<file path="src/rtl/mult_8bits_seq.sv">
// Sequential 8x8 unsigned shift-add multiplier with a start/busy/done handshake.
// One ripple-carry adder is reused across eight add/shift steps to form the 16-bit product.

module adder_8bits (
    input  logic [7:0] A,
    input  logic [7:0] B,
    input  logic       Cin,
    output logic [7:0] S,
    output logic       Cout
);

    logic [8:0] carry;

    assign carry[0] = Cin;

    genvar i;
    generate
        for (i = 0; i < 8; i++) begin : g_fa
            assign S[i]       = A[i] ^ B[i] ^ carry[i];
            assign carry[i+1] = (A[i] & B[i]) | (carry[i] & (A[i] ^ B[i]));
        end
    endgenerate

    assign Cout = carry[8];

endmodule

module mult_8bits_seq (
    input  logic        clk,
    input  logic        rst_n,
    input  logic        start,
    input  logic [7:0]  A,
    input  logic [7:0]  B,
    output logic [15:0] P,
    output logic        busy,
    output logic        done
);

    // state | meaning
    // IDLE  | waiting for start; P holds last result
    // RUN   | one add/shift step per clock, 8 steps total
    // DONE  | one-cycle result pulse, then back to IDLE
    localparam logic [1:0] IDLE = 2'd0;
    localparam logic [1:0] RUN  = 2'd1;
    localparam logic [1:0] DONE = 2'd2;

    logic [1:0]  state;
    logic [7:0]  m;
    logic [7:0]  acc;
    logic [7:0]  q;
    logic [2:0]  cnt;
    logic [7:0]  addend;
    logic [7:0]  sum;
    logic        cout;
    logic [15:0] shifted;

    assign addend = q[0] ? m : 8'h00;

    adder_8bits u_adder (
        .A    (acc),
        .B    (addend),
        .Cin  (1'b0),
        .S    (sum),
        .Cout (cout)
    );

    // 17-bit {cout, sum, q} shifted right by one; the dropped bit is q[0]
    assign shifted = {cout, sum, q[7:1]};

    always_ff @(posedge clk or negedge rst_n) begin
        if (!rst_n) begin
            state <= IDLE;
            m     <= 8'h00;
            acc   <= 8'h00;
            q     <= 8'h00;
            cnt   <= 3'd0;
            P     <= 16'h0000;
        end else begin
            case (state)
                IDLE: begin
                    if (start) begin
                        m     <= A;
                        q     <= B;
                        acc   <= 8'h00;
                        cnt   <= 3'd0;
                        state <= RUN;
                    end
                end
                RUN: begin
                    acc <= shifted[15:8];
                    q   <= shifted[7:0];
                    cnt <= cnt + 3'd1;
                    if (cnt == 3'd7) begin
                        P     <= shifted;
                        state <= DONE;
                    end
                end
                DONE: begin
                    state <= IDLE;
                end
                default: begin
                    state <= IDLE;
                end
            endcase
        end
    end

    assign busy = (state == RUN);
    assign done = (state == DONE);

endmodule

</file>
<file path="config.mk">
export PLATFORM = sky130hd
export DESIGN_NAME = mult_8bits_seq
export DESIGN_NICKNAME = d
export VERILOG_FILES = /design/src/rtl/mult_8bits_seq.sv
export SDC_FILE = /design/constraint.sdc
export NUM_CORES = 1
export LEC_CHECK = 0
export ABC_AREA = 1
export ABC_CLOCK_PERIOD_IN_PS = 11400
export CORE_MARGIN = 3
export CORE_UTILIZATION = 55
export DETAILED_ROUTE_END_ITERATION = 8
export PLACE_DENSITY = 0.82
export REMOVE_ABC_BUFFERS = 1
export SLEW_MARGIN = 40
export SYNTH_ARGS = -nofsm -noshare
export SYNTH_HDL_FRONTEND = slang
export SYNTH_HIERARCHICAL = 1
export SYNTH_SLANG_ARGS = --single-unit
</file>
<file path="constraint.sdc">
create_clock -name clk -period 11.4 [get_ports clk]
set_clock_uncertainty 0.15 [all_clocks]
set_input_delay 1.14 -clock clk [delete_from_list [all_inputs] [get_ports clk]]
set_output_delay 1.14 -clock clk [all_outputs]
set_load 0.005 [all_outputs]
</file>
==> flow_summary.json <==
{
  "dp_hpwl_um": 2678,
  "cts.clk_slew.worst_paths_ns": 0.09,
  "cts_tree": "yes",
  "drive_gt1_frac": 0.06007,
  "path_class": "register to register",
  "fin_crit_sh": 0.3623,
  "startpoint_type": "register",
  "fmax_ghz": 0.2421,
  "end_kind": "register",
  "reg2reg_depth": 16,
  "die_x_um": 69.37,
  "synth_area_um2": 2208,
  "arrival_ns": 4.22,
  "cp_slowest_stage_delay_ns": 0.48,
  "root_buffer": "clkbuf_8",
  "path_depth": 16,
  "cp_top_family": "adder cells",
  "syn_inst": 250,
  "setup_tns_ns": 0,
  "ys_async_sr_fraction": 1.000,
  "num_vias": 1634,
  "cts_hold_buf": 0,
  "rows": 22,
  "ys_ff_latch": 45,
  "cellPowerDensity_nw_per_um2": 263.2,
  "yosysTopAreaCellShare": 0.5099,
  "h-tree-depth": 2,
  "period_minus_slack_ns": 4.130,
  "seq_area_frac_synth": 0.5099,
  "path_common_cell": "fa_1",
  "max-clock-path-buffers": 2,
  "peakVddDrop_v": 0.0001353,
  "r2r_slack_ns": 7.27,
  "antenna_found_initial": 0,
  "die-area_um2": 4812,
  "worst-path-buf-inv": 5,
  "start_util": 0.5856,
  "area_delta_synth_final_pct": 20.68,
  "ys.flop_type": "dfrtp_1",
  "dp_cells": 323,
  "slew_headroom": 0.6100,
  "avgSynthCellArea_um2": 8.833,
  "post_drt_wl_per_cell_um": 12.05,
  "cts_sinks": 45,
  "yosysWarnings": 6,
  "worstPathMaxFanout": 9,
  "grt_pass1_vias": 1620,
  "post-route-drc-count": 0,
  "maxSlewViolCount": 0,
  "worstMarginPinSlew_ns": 0.5830,
  "cts_buffers": 5,
  "ant_nets": 0,
  "drtIter0Drc": 99,
  "grt_max_degree": 46,
  "final_core_util": 0.7067,
  "gp_congestion": 0.7556,
  "synth.top_cells.by_area": "dfrtp_1 (51%), nand2_1 (10%), inv_1 (8.3%)",
  "routed_via_density": 4.937,
  "ctsResizeCount": 0,
  "holdCritPathClass": "register to register",
  "r2r_end": "P[14]",
  "io-pin-count": 37,
  "clock_latency_ns": 0.31,
  "synth_cell_type_count": 20,
  "rsz0062_at_grt": "no",
  "hold_viol": 0,
  "reg2reg_from": "q[0]",
  "port_buffers": 36,
  "yosysMostFrequentCell": "nand2_1",
  "crit_end": "P[14]",
  "netlist_top_cells_count": "nand2_1 (60), inv_1 (49), dfrtp_1 (45)",
  "core_um2": 3771,
  "routed_wl_um": 3987,
  "crit_required_ns": 11.49,
  "post_cts_buffers": 0,
  "run_status": "complete, no violations",
  "cp_cell_sequence": "nand2_1 -> inv_1 -> fa_1 -> inv_1 -> fa_1 -> inv_1 -> fa_1 -> fa_1 -> fa_1 -> fa_1 -> fa_1 -> inv_1 -> fa_1 -> inv_1 -> nand2_1 -> nand2_1",
  "setup_viol": 0,
  "num_antenna_cells": 0,
  "worstSetupStartpoint": "q[0]",
  "die_h_um": 69.37,
  "grt_usage": 0.1872,
  "nNetsFinal": 311,
  "max-cap-violations": 0,
  "crit_slowest_cell": "dfrtp_1",
  "dr.pass1.iters": 4,
  "power_leakage_nw": 1.410,
  "synth_edf_count": 0,
  "final_cells": 331,
  "grt_pass1_wl_um": 7176,
  "grt_overflow": 0,
  "yosysTopAreaCell": "dfrtp_1"
}
kinds of logic (layout without fill, tap and decap cells):
kind of cell,count (synthesis),in the layout,synth area share
buffers and inverters,62,95,0.1235
adder cells (fa/ha/maj),10,10,0.08385
AO/OA/AOI/OAI,30,30,0.06799
flip-flops,45,45,0.5099
other,1,1,0.001698
AND/OR/NAND/NOR,102,102,0.2130
cell type report:
type                       count  area, µm²
fill                         302       1106
inverter                      51      191.4
clock inverter                 2      37.54
tap                           48      60.06
timing repair buffer          36      357.8
clock buffer                   6      82.58
multi-input combinational    143      809.5
sequential                    45       1126
metrics by stage:
| stage | total power [mW] | instance area (µm²) | setup slack (ns) | hold WS, ns |
|---|---|---|---|---|
| 2_1_floorplan | 0.4619 | 2127 | 7.515 | 0.2997 |
| 3_3_place_gp | 0.5686 | 2542 | 7.406 | 0.3185 |
| 3_5_place_dp | 0.5802 | 2545 | 7.282 | 0.3258 |
| 4_1_cts | 0.7094 | 2665 | 7.258 | 0.3453 |
| 5_1_grt | 0.7698 | 2665 | 7.056 | 0.3587 |
| 6_report | 0.7015 | 2665 | 7.270 | 0.3408 |
cell usage in the layout (no fill, tap or decap), drive strengths merged:
| cell | count |
|---|---|
| nor2 | 3 |
| clkinvlp | 1 |
| nand3 | 35 |
| clkdlybuf4s50 | 35 |
| dfrtp | 45 |
| conb | 1 |
| buf | 1 |
| fa | 8 |
| bufinv | 1 |
| inv | 51 |
| clkbuf | 6 |
| a21oi | 1 |
| ha | 2 |
| o21ai | 29 |
| nand2 | 64 |
layer usage:
layer,share of wire,GRT usage,vias up
li1,-,-,827
met1,0.46,0.2353,764
met2,0.48,0.3136,37
met3,0.051,0.05217,6
met4,0.015,0.05857,0
met5,0,0,-
registers in the layout, indices dropped and copies added, names as in the netlist:
register	cells
P	16
q	8
acc	8
cnt	3
state	2
m	8
power breakdown:
group,total (mW),switching [mW],internal [mW]
sequential,0.282,0.0487,0.233
clock,0.125,0.0537,0.0712
combinational,0.295,0.161,0.134
tightest hold or removal path: cells and delay by family, from the launching register on:
family          cells  cell delay [ns]
simple gates        1             0.05
flops               1             0.35
compound gates      1             0.06
worst min path at each step:
stage,from,end,depth (start not counted)
final,m[5],m[5],2
after CTS,m[5],m[5],2
after detailed placement,m[5],m[5],2
after global placement,P[9],P[9],2
after global routing,m[5],m[5],2
after floorplan,cnt[0],cnt[0],1
Note: power is estimated with default switching activity, not from simulation.
